**config.mk**
```make
export PLATFORM = sky130hd
export DESIGN_NAME = io_uart_mmio
export DESIGN_NICKNAME = d
export VERILOG_FILES = /design/src/rtl/io_uart_mmio_pkg.sv /design/src/rtl/uart_fifo.sv /design/src/rtl/io_uart_mmio.sv
export SDC_FILE = /design/constraint.sdc
export NUM_CORES = 1
export LEC_CHECK = 0
export BUFFER_PORTS_ARGS = -buffer_cell sky130_fd_sc_hd__buf_4
export CAP_MARGIN = 10
export CORE_MARGIN = 4
export CORE_UTILIZATION = 30
export CTS_BUF_LIST = sky130_fd_sc_hd__clkbuf_8
export DETAILED_ROUTE_END_ITERATION = 8
export GPL_TIMING_DRIVEN = 0
export PLACE_DENSITY = 0.43
export REMOVE_ABC_BUFFERS = 1
export SLEW_MARGIN = 30
export SYNTH_ARGS = -nofsm -noshare
export SYNTH_HDL_FRONTEND = slang
export SYNTH_SLANG_ARGS = --single-unit
```
**constraint.sdc**
```tcl
create_clock -name clk -period 4.98 [get_ports clk]
set_clock_uncertainty 0.2 [all_clocks]
set_input_delay 0 -clock clk [delete_from_list [all_inputs] [get_ports clk]]
set_output_delay 0 -clock clk [all_outputs]
set_load 0.02 [all_outputs]
```
**src/rtl/io_uart_mmio_pkg.sv**
```systemverilog
// io_uart_mmio_pkg: register offsets, STATUS bit positions and FSM state types for the MMIO UART
package io_uart_mmio_pkg;
  localparam logic [7:0] A_TXDATA = 8'h00;
  localparam logic [7:0] A_STATUS = 8'h04;
  localparam logic [7:0] A_RXDATA = 8'h08;
  localparam logic [7:0] A_RXPOP  = 8'h0C;
  localparam logic [7:0] A_CLRFLG = 8'h10;
  localparam int S_TX_FULL  = 0;
  localparam int S_TX_EMPTY = 1;
  localparam int S_RX_VALID = 2;
  localparam int S_RX_FULL  = 3;
  localparam int S_TX_OVF   = 4;
  localparam int S_RX_OVF   = 5;
  localparam int S_TX_BUSY  = 6;
  localparam int S_RX_FERR  = 7;
  typedef enum logic [1:0] {TX_IDLE, TX_START, TX_DATA, TX_STOP} tx_state_e;
  typedef enum logic [2:0] {RX_IDLE, RX_START, RX_DATA, RX_STOP, RX_WAIT} rx_state_e;
endpackage

```
**src/rtl/uart_fifo.sv**
```systemverilog
// uart_fifo: synchronous FIFO with wrap-bit pointers and combinational head read
module uart_fifo #(
  parameter int WIDTH = 8,
  parameter int DEPTH = 16
) (
  input  logic             clk,
  input  logic             rst,
  input  logic             i_push,
  input  logic [WIDTH-1:0] i_din,
  input  logic             i_pop,
  output logic [WIDTH-1:0] o_head,
  output logic             o_full,
  output logic             o_empty
);
  localparam int AW = $clog2(DEPTH);
  logic [WIDTH-1:0] r_mem [DEPTH];
  logic [AW:0] r_wp, r_rp;
  logic w_push, w_pop;
  assign o_empty = r_wp == r_rp;
  assign o_full  = (r_wp[AW-1:0] == r_rp[AW-1:0]) && (r_wp[AW] != r_rp[AW]);
  // a pop frees the slot in the same cycle, so a push on a full FIFO is kept when popping
  assign w_pop   = i_pop && !o_empty;
  assign w_push  = i_push && (!o_full || w_pop);
  assign o_head  = r_mem[r_rp[AW-1:0]];
  always_ff @(posedge clk) begin
    if (rst) begin
      r_wp <= '0;
      r_rp <= '0;
    end else begin
      if (w_push) r_wp <= r_wp + (AW+1)'(1);
      if (w_pop) r_rp <= r_rp + (AW+1)'(1);
    end
  end
  always_ff @(posedge clk)
    if (w_push) r_mem[r_wp[AW-1:0]] <= i_din;
endmodule

```
**src/rtl/io_uart_mmio.sv**
```systemverilog
// io_uart_mmio: memory-mapped 8N1 UART with TX/RX FIFOs, sticky error flags and RX interrupt
module io_uart_mmio
  import io_uart_mmio_pkg::*;
#(
  parameter int BAUD_DIV   = 868,
  parameter int FIFO_DEPTH = 16
) (
  input  logic        clk,
  input  logic        rst,
  input  logic [7:0]  io_addr,
  input  logic [31:0] io_dout,
  input  logic        io_we,
  output logic [31:0] io_din,
  input  logic        rxd,
  output logic        txd,
  output logic        irq
);
  localparam int CW = $clog2(BAUD_DIV) + 1;
  localparam logic [CW-1:0] DIV_M1  = CW'(BAUD_DIV - 1);
  localparam logic [CW-1:0] HALF_M1 = CW'(BAUD_DIV / 2 - 1);
  logic w_tx_wr, w_rx_pop, w_clr, w_unused;
  logic w_tx_full, w_tx_empty, w_rx_full, w_rx_empty;
  logic [7:0] w_tx_head, w_rx_head, w_status;
  tx_state_e r_tx_st, w_tx_nst;
  rx_state_e r_rx_st, w_rx_nst;
  logic [CW-1:0] r_tx_cnt, r_rx_cnt;
  logic [2:0] r_tx_bit, r_rx_bit;
  logic [7:0] r_tx_sh, r_rx_sh;
  logic w_tx_tick, w_tx_pop, w_rx_tick, w_rx_half, w_rx_push, w_rx_ferr;
  logic r_rx_s1, r_rx_s2, r_rx_prev;
  logic r_tx_ovf, r_rx_ovf, r_rx_ferr;
  assign w_tx_wr  = io_we && io_addr == A_TXDATA;
  assign w_rx_pop = io_we && io_addr == A_RXPOP;
  assign w_clr    = io_we && io_addr == A_CLRFLG;
  assign w_unused = ^io_dout[31:8];
  uart_fifo #(.WIDTH(8), .DEPTH(FIFO_DEPTH)) u_tx_fifo (
    .clk(clk), .rst(rst), .i_push(w_tx_wr), .i_din(io_dout[7:0]), .i_pop(w_tx_pop),
    .o_head(w_tx_head), .o_full(w_tx_full), .o_empty(w_tx_empty)
  );
  uart_fifo #(.WIDTH(8), .DEPTH(FIFO_DEPTH)) u_rx_fifo (
    .clk(clk), .rst(rst), .i_push(w_rx_push), .i_din(r_rx_sh), .i_pop(w_rx_pop),
    .o_head(w_rx_head), .o_full(w_rx_full), .o_empty(w_rx_empty)
  );
  always_ff @(posedge clk) begin
    if (rst) begin
      r_tx_ovf  <= 1'b0;
      r_rx_ovf  <= 1'b0;
      r_rx_ferr <= 1'b0;
    end else begin
      r_tx_ovf  <= (w_tx_wr && w_tx_full && !w_tx_pop) || (r_tx_ovf && !(w_clr && io_dout[4]));
      r_rx_ovf  <= (w_rx_push && w_rx_full && !w_rx_pop) || (r_rx_ovf && !(w_clr && io_dout[5]));
      r_rx_ferr <= w_rx_ferr || (r_rx_ferr && !(w_clr && io_dout[7]));
    end
  end
  assign w_tx_tick = r_tx_cnt == DIV_M1;
  always_comb begin
    w_tx_nst = r_tx_st;
    w_tx_pop = 1'b0;
    case (r_tx_st)
      TX_IDLE:  if (!w_tx_empty) begin
        w_tx_pop = 1'b1;
        w_tx_nst = TX_START;
      end
      TX_START: if (w_tx_tick) w_tx_nst = TX_DATA;
      TX_DATA:  if (w_tx_tick && r_tx_bit == 3'd7) w_tx_nst = TX_STOP;
      TX_STOP:  if (w_tx_tick) begin
        w_tx_pop = !w_tx_empty;
        w_tx_nst = w_tx_empty ? TX_IDLE : TX_START;
      end
      default:  w_tx_nst = TX_IDLE;
    endcase
  end
  always_ff @(posedge clk) begin
    if (rst) begin
      r_tx_st  <= TX_IDLE;
      r_tx_cnt <= '0;
      r_tx_bit <= '0;
      r_tx_sh  <= '0;
    end else begin
      r_tx_st  <= w_tx_nst;
      r_tx_cnt <= (w_tx_nst != r_tx_st || w_tx_tick) ? '0 : r_tx_cnt + CW'(1);
      if (r_tx_st == TX_DATA && w_tx_tick) r_tx_bit <= r_tx_bit + 3'd1;
      if (w_tx_pop) r_tx_sh <= w_tx_head;
      else if (r_tx_st == TX_DATA && w_tx_tick) r_tx_sh <= {1'b1, r_tx_sh[7:1]};
    end
  end
  assign txd = r_tx_st == TX_START ? 1'b0 : r_tx_st == TX_DATA ? r_tx_sh[0] : 1'b1;
  assign w_rx_tick = r_rx_cnt == DIV_M1;
  assign w_rx_half = r_rx_cnt == HALF_M1;
  always_comb begin
    w_rx_nst  = r_rx_st;
    w_rx_push = 1'b0;
    w_rx_ferr = 1'b0;
    case (r_rx_st)
      RX_IDLE:  if (r_rx_prev && !r_rx_s2) w_rx_nst = RX_START;
      RX_START: if (w_rx_half) w_rx_nst = r_rx_s2 ? RX_IDLE : RX_DATA;
      RX_DATA:  if (w_rx_tick && r_rx_bit == 3'd7) w_rx_nst = RX_STOP;
      RX_STOP:  if (w_rx_tick) begin
        w_rx_push = r_rx_s2;
        w_rx_ferr = !r_rx_s2;
        w_rx_nst  = RX_WAIT;
      end
      RX_WAIT:  if (r_rx_s2) w_rx_nst = RX_IDLE;
      default:  w_rx_nst = RX_IDLE;
    endcase
  end
  always_ff @(posedge clk) begin
    if (rst) begin
      r_rx_s1   <= 1'b1;
      r_rx_s2   <= 1'b1;
      r_rx_prev <= 1'b1;
      r_rx_st   <= RX_IDLE;
      r_rx_cnt  <= '0;
      r_rx_bit  <= '0;
      r_rx_sh   <= '0;
    end else begin
      r_rx_s1   <= rxd;
      r_rx_s2   <= r_rx_s1;
      r_rx_prev <= r_rx_s2;
      r_rx_st   <= w_rx_nst;
      r_rx_cnt  <= (w_rx_nst != r_rx_st || w_rx_tick) ? '0 : r_rx_cnt + CW'(1);
      if (r_rx_st == RX_DATA && w_rx_tick) begin
        r_rx_bit <= r_rx_bit + 3'd1;
        r_rx_sh  <= {r_rx_s2, r_rx_sh[7:1]};
      end
    end
  end
  always_comb begin
    w_status = '0;
    w_status[S_TX_FULL]  = w_tx_full;
    w_status[S_TX_EMPTY] = w_tx_empty;
    w_status[S_RX_VALID] = !w_rx_empty;
    w_status[S_RX_FULL]  = w_rx_full;
    w_status[S_TX_OVF]   = r_tx_ovf;
    w_status[S_RX_OVF]   = r_rx_ovf;
    w_status[S_TX_BUSY]  = r_tx_st != TX_IDLE;
    w_status[S_RX_FERR]  = r_rx_ferr;
  end
  assign io_din = io_addr == A_STATUS ? {24'h0, w_status} :
                  (io_addr == A_RXDATA && !w_rx_empty) ? {24'h0, w_rx_head} : 32'h0;
  assign irq = !w_rx_empty;
endmodule

```
# After elaboration in Yosys (flattened, before gate mapping)
# Memory sizes are Yosys's and may differ from the RTL's. A register that Yosys moved wholly into a read port is not among the register bits.
# Cells that the tools add are included.
dict set report classes {
  n_eq_ne 24
  n_mux 34
  reduce_logical 49
  add_sub_neg 8
}
# cell n
set op_table {}
lappend op_table {{two-way mux 8 bit} 4}
lappend op_table {{logical AND 1 bit} 25}
lappend op_table {{adder 11 x 1 -> 11 bit, second input constant} 2}
lappend op_table {{equality test 11 x 10 -> 1 bit, second input constant} 2}
lappend op_table {{adder 5 x 1 -> 5 bit, second input constant} 4}
lappend op_table {{equality test 8 x 4 -> 1 bit, second input constant} 2}
lappend op_table {{two-way mux 4 bit} 4}
lappend op_table {{two-way mux 3 bit} 5}
lappend op_table {{one-hot mux 3 bit (5 select lines)} 1}
lappend op_table {{two-way mux 1 bit} 13}
lappend op_table {{equality test 11 x 9 -> 1 bit, second input constant} 1}
lappend op_table {{equality test 5 bit} 2}
lappend op_table {{logical NOT 1 bit} 10}
lappend op_table {{two-way mux 2 bit} 5}
lappend op_table {{equality test 3 bit, second input constant} 3}
lappend op_table {{equality test 4 bit} 2}
lappend op_table {{equality test 8 x 3 -> 1 bit, second input constant} 1}
lappend op_table {{equality test 8 x 5 -> 1 bit, second input constant} 1}
lappend op_table {{logical NOT 8 bit} 1}
lappend op_table {{one-hot mux 2 bit (4 select lines)} 1}
lappend op_table {{logical OR 1 bit} 7}
lappend op_table {{adder 3 x 1 -> 3 bit, second input constant} 2}
lappend op_table {{equality test 3 x 2 -> 1 bit, second input constant} 2}
lappend op_table {{equality test 2 bit, second input constant} 2}
lappend op_table {{other kinds (10)} 13}
dict set report word_totals {
  wordCells 135
  in_bits 44
  mem_bits_rw 256
  out_inout_bits 34
  ff_bits 75
  memories 2
}
# name words word_bits read_ports rd_ports_with_merged_regs wr line_no
set mem_list {}
lappend mem_list {u_rx_fifo.r_mem 16 8 1 1 1 uart_fifo.sv:16} ;# logic [WIDTH-1:0] r_mem [DEPTH];
lappend mem_list {u_tx_fifo.r_mem 16 8 1 1 1 uart_fifo.sv:16}

# Depth between registers and ports, before layout
dict set report logic_depth {
  depth_word 9
  mapped_depth 8
  ltp_nobuf 7
}

# Modules after synthesis
# Synthesis repeated with hierarchy kept, for this count alone.
dict set report hier_totals {
  hier_cells 867
  hier_area_um2 14437.6
}
# module instances area_per_inst_um2 seq_area_each_um2 cells_each
set by_module_without_submodules {}
lappend by_module_without_submodules {{uart_fifo (u_rx_fifo)} 1 5736.8 4124.0 265}
lappend by_module_without_submodules {{uart_fifo (u_tx_fifo)} 1 5711.7 4124.0 263}
lappend by_module_without_submodules {io_uart_mmio 1 2989.1 1101.1 339}

# Least setup slack after synthesis
# No wires, ideal clock.
dict set report synth_path {
  kind {reg2reg}
  startpoint {register r_rx_cnt[2]}
  endpoint {memory u_rx_fifo.r_mem[0][0] (enable)}
  n_path_buf 0
  path_stages_with_launch 6
  synth_period_minus_slack_ns 2.797
  arrival_time_ns 2.214
  required_ns 4.397
  setup_time_ns 0.383
  slack_ns 2.183
  path_cell_list {dfxtp_1 -> or4b_4 -> nor4_4 -> o311a_1 -> nand2_1 -> nor3_1}
}
dict set report synth_via {
  elab_chain_len 6
}
# item line_no
set synth_rtl {}
lappend synth_rtl {{from (decl)} io_uart_mmio.sv:26} ;# logic [CW-1:0] r_tx_cnt, r_rx_cnt;
lappend synth_rtl {{from (signal assigned)} io_uart_mmio.sv:121} ;# r_rx_cnt <= (w_rx_nst != r_rx_st || w_rx_tick) ? '0 : r_rx_cnt + CW'(1);
lappend synth_rtl {{equality test 11 x 10 -> 1 bit} io_uart_mmio.sv:88} ;# assign w_rx_tick = r_rx_cnt == DIV_M1;
lappend synth_rtl {{two-way mux 1 bit} io_uart_mmio.sv:98} ;# RX_STOP: if (w_rx_tick) begin
lappend synth_rtl {{two-way mux 1 bit} io_uart_mmio.sv:94} ;# case (r_rx_st)
lappend synth_rtl {{logical AND 1 bit} uart_fifo.sv:23} ;# assign w_push = i_push && (!o_full || w_pop);
lappend synth_rtl {{two-way mux 1 bit} uart_fifo.sv:35} ;# if (w_push) r_mem[r_wp[AW-1:0]] <= i_din;
lappend synth_rtl {{two-way mux 1 bit (not written as such)} uart_fifo.sv:35}
lappend synth_rtl {{to (decl)} uart_fifo.sv:16}
# No other way between the ends.

# Worst setup path in the final report
dict set report layout_path {
  startpoint {input port io_addr[3]}
  endpoint {memory u_tx_fifo.r_mem[15][5] (enable)}
}
dict set report layout_via {
  elab_chain_len 5
}
# item line_no
set layout_rtl {}
lappend layout_rtl {{from (decl)} io_uart_mmio.sv:10} ;# input logic [7:0] io_addr,
lappend layout_rtl {{logical NOT 8 bit} io_uart_mmio.sv:32} ;# assign w_tx_wr = io_we && io_addr == A_TXDATA;
lappend layout_rtl {{logical AND 1 bit} io_uart_mmio.sv:32}
lappend layout_rtl {{logical AND 1 bit} uart_fifo.sv:23}
lappend layout_rtl {{two-way mux 1 bit} uart_fifo.sv:35}
lappend layout_rtl {{two-way mux 1 bit (not written as such)} uart_fifo.sv:35}
lappend layout_rtl {{to (decl)} uart_fifo.sv:16}
# No other way between the ends.

==> results.sh <==
export IMPL_grt_pass1_vias=8026
export IMPL_crit_start="io_addr[3]"
export IMPL_vdd_ir_drop_max_mv=0.144
export IMPL_core_um2=46700
export IMPL_cp_end_kind="flop"
export IMPL_clock_sinks=339
export IMPL_antenna_left=0
export IMPL_num_fill_cells=4529
export IMPL_whs_ns=0.0559
export IMPL_ys_ff_latch=339
export IMPL_drc=0
export IMPL_initialDrtViolationCount=613
export IMPL_synth_area_per_cell_um2=14.9
export IMPL_synth_area_leader_cell="edfxtp_1"
export IMPL_final_common_cell="edfxtp_1"
export IMPL_r2r_end="u_rx_fifo.r_mem[6][4]"
export IMPL_diodes=0
export IMPL_fmax_mhz=266
export IMPL_grt_max_degree=60
export IMPL_vias=8048
export IMPL_wl_per_cell_um=19.5
export IMPL_async_flop_share_pct=0
export IMPL_cts_resized=0
export IMPL_setup_viol=0
export IMPL_fin_total_pwr_w=0.00582
export IMPL_fin_crit_ns=3.77
export IMPL_drt_total_wl_um=33100
export IMPL_clk_latency_ns=0.64
export IMPL_postCtsHoldBufs=33
export IMPL_synth_area_leaders="edfxtp_1, dfxtp_1, mux4_2"
export IMPL_wl_met3_um=1480
export IMPL_drv_slew=0
export IMPL_layout_common_cells="edfxtp_1, nand2_1, dfxtp_1"
export IMPL_leakage_nw=5.56
export IMPL_synth_edf_count=256
export IMPL_pin_count=78
export IMPL_power_per_cell_area_nw_per_um2=352
export IMPL_met2_length_um=15000
export IMPL_cp_endpoint="u_tx_fifo.r_mem[15][5]"
export IMPL_r2r_slack_ns=1.67
export IMPL_finalCritPeriodShare_pct=75.6
export IMPL_critPathMaxFanout=22
export IMPL_critical_path_class="input port to flop"
export IMPL_tightest_slew_ns=0.927
export IMPL_nets=1107
export IMPL_antenna_found_initial=1
export IMPL_place_ws_ns=1.50
export IMPL_hold_viol=0
export IMPL_grt_total_usage_pct=13.0
export IMPL_fin_ws_ns=1.21
export IMPL_syn_inst=950
export IMPL_synth_distinct_cells=66
export IMPL_rows=79
export IMPL_yosys_warnings=0
export IMPL_cts_tree="built"
export IMPL_die_area_um2=50700
export IMPL_root_buffer="clkbuf_8"
export IMPL_cp_start_kind="input port"
export IMPL_syn_cell_area_um2=14200
export IMPL_die_x_um=225
export IMPL_drt_met1_wl_um=15800
export IMPL_top_layer="met4"
export IMPL_reg2reg_depth=5
export IMPL_start_util_pct=30.4
export IMPL_setup_tns_ns=0
export IMPL_hp_class="input port to flop"
export IMPL_die_height_um=225
export IMPL_io_buffers=29
export IMPL_gp_congestion=0.731
export IMPL_maxCapViolations=0
export IMPL_yosysSeqAreaShare_pct=66.0
export IMPL_overflow=0
export IMPL_cts_buffers=59
export IMPL_synth_top_area_share_pct=54.3
export IMPL_synth_ff_type="edfxtp_1"
export IMPL_hpwl_um=20600
export IMPL_status="complete, no violations"
export IMPL_drive_gt1_share_pct=21.2
export IMPL_required_ns=5.04
export IMPL_post_drt_via_cell_ratio=4.74
export IMPL_reg2reg_from="r_rx_st[0]"
export IMPL_ctsHtreeMaxLevel=2
export IMPL_cts_buffer_depth=3
export IMPL_clk_pin_slew_ns=0.06
export IMPL_grt_pass1_wl_um=49900
export IMPL_post_cts_repair_setup_buffers=0
export IMPL_arrival_ns=3.82
export IMPL_syn_to_final_growth_pct=16.8
export IMPL_relSlewSlack_pct=37.9
export IMPL_first_pass_iters=5
export IMPL_rsz0062_at_grt="no"
## layout make-up
class | count | area (um^2) | share of cell area (%)
sequential | 339 | 9360 | 56.6
multi-input combinational | 555 | 4550 | 27.5
clock inverter | 49 | 278 | 1.68
clock buffer | 63 | 867 | 5.24
timing repair buffer | 71 | 673 | 4.07
inverter | 15 | 56.3 | 0.340
tap | 607 | 759 | 4.59
## state kept, by name, indices dropped and copies added (netlist names), 5 cells and up, named ones only
signal	flops
u_rx_fifo.r_wp	5
r_rx_cnt	11
u_tx_fifo.r_rp	5
r_tx_cnt	11
r_tx_sh	8
u_rx_fifo.r_rp	5
u_rx_fifo.r_mem	128
u_tx_fifo.r_wp	5
u_tx_fifo.r_mem	128
r_rx_sh	8
## logic make-up (layout without fill, tap and decap cells)
group / after synthesis / count (layout) / synth area share, %
flops: 339 / 339 / 66.0
simple gates: 282 / 282 / 10.2
compound gates: 104 / 104 / 4.84
mux: 86 / 86 / 11.8
buf+inv: 79 / 198 / 2.89
xor+xnor: 37 / 37 / 2.29
fa+ha+maj: 22 / 22 / 1.94
other cells: 1 / 24 / 0.0265
## how the worst min path moves through the flow
stage / from / end / slack, ns / depth (start not counted)
floorplan: rst / r_rx_bit[1] / -0.13 / 1
global placement: rxd / r_rx_s1 / -0.008 / 2
detailed placement: rxd / r_rx_s1 / -0.008 / 2
CTS: io_dout[5] / u_tx_fifo.r_mem[14][5] / 0.001 / 2
global route: io_dout[5] / u_tx_fifo.r_mem[14][5] / 0.04 / 2
finish: io_dout[5] / u_tx_fifo.r_mem[11][5] / 0.06 / 2
## cell usage after synthesis (8+ instances only)
| cell | count |
|---|---|
| edfxtp_1 | 256 |
| nand2_1 | 88 |
| dfxtp_1 | 83 |
| nor2_1 | 73 |
| mux4_2 | 64 |
| a21oi_1 | 39 |
| and3_1 | 25 |
| buf_4 | 25 |
| clkbuf_1 | 25 |
| ha_1 | 22 |
| nand3_1 | 20 |
| xor2_1 | 19 |
| xnor2_1 | 18 |
| inv_1 | 15 |
| o21ai_0 | 14 |
| a22oi_1 | 13 |
| mux2i_1 | 12 |
| mux2_2 | 10 |
| nor2b_1 | 10 |
| nor3_1 | 9 |
| a311oi_1 | 8 |
| buf_2 | 8 |
| or3_1 | 8 |
## routing by layer
layer / global-route usage, % / vias to the layer above
li1: - / 3767
met1: 18.6 / 4080
met2: 19.7 / 143
met3: 2.96 / 58
met4: 4.09 / 0
met5: 0 / -
## worst max-delay path: stages
cell           delay, ns
dlygate4sd3_1       0.54
buf_4               0.16
or3b_2              0.47
dlygate4sd3_1       0.56
or4_4               0.40
dlygate4sd3_1       0.64
a31oi_4             0.45
and3_1              0.59
## metrics by stage
stage,area [um^2],cells,util [%]
floorplan,13900,909,-
global placement,14900,1545,31.9
detailed placement,15000,1553,32.3
CTS,16500,1698,35.4
global route,16500,1699,35.5
finish,16500,1699,35.5
## report_power, final
part	total (W)	internal [W]	leakage, nW	switching (W)
Clock	0.00245	0.00128	0.659	0.00117
Combinational	0.000302	0.000113	1.89	0.000189
Sequential	0.00307	0.00304	3.01	0.0000300
No activity file was read; power rests on OpenSTA's default activity.
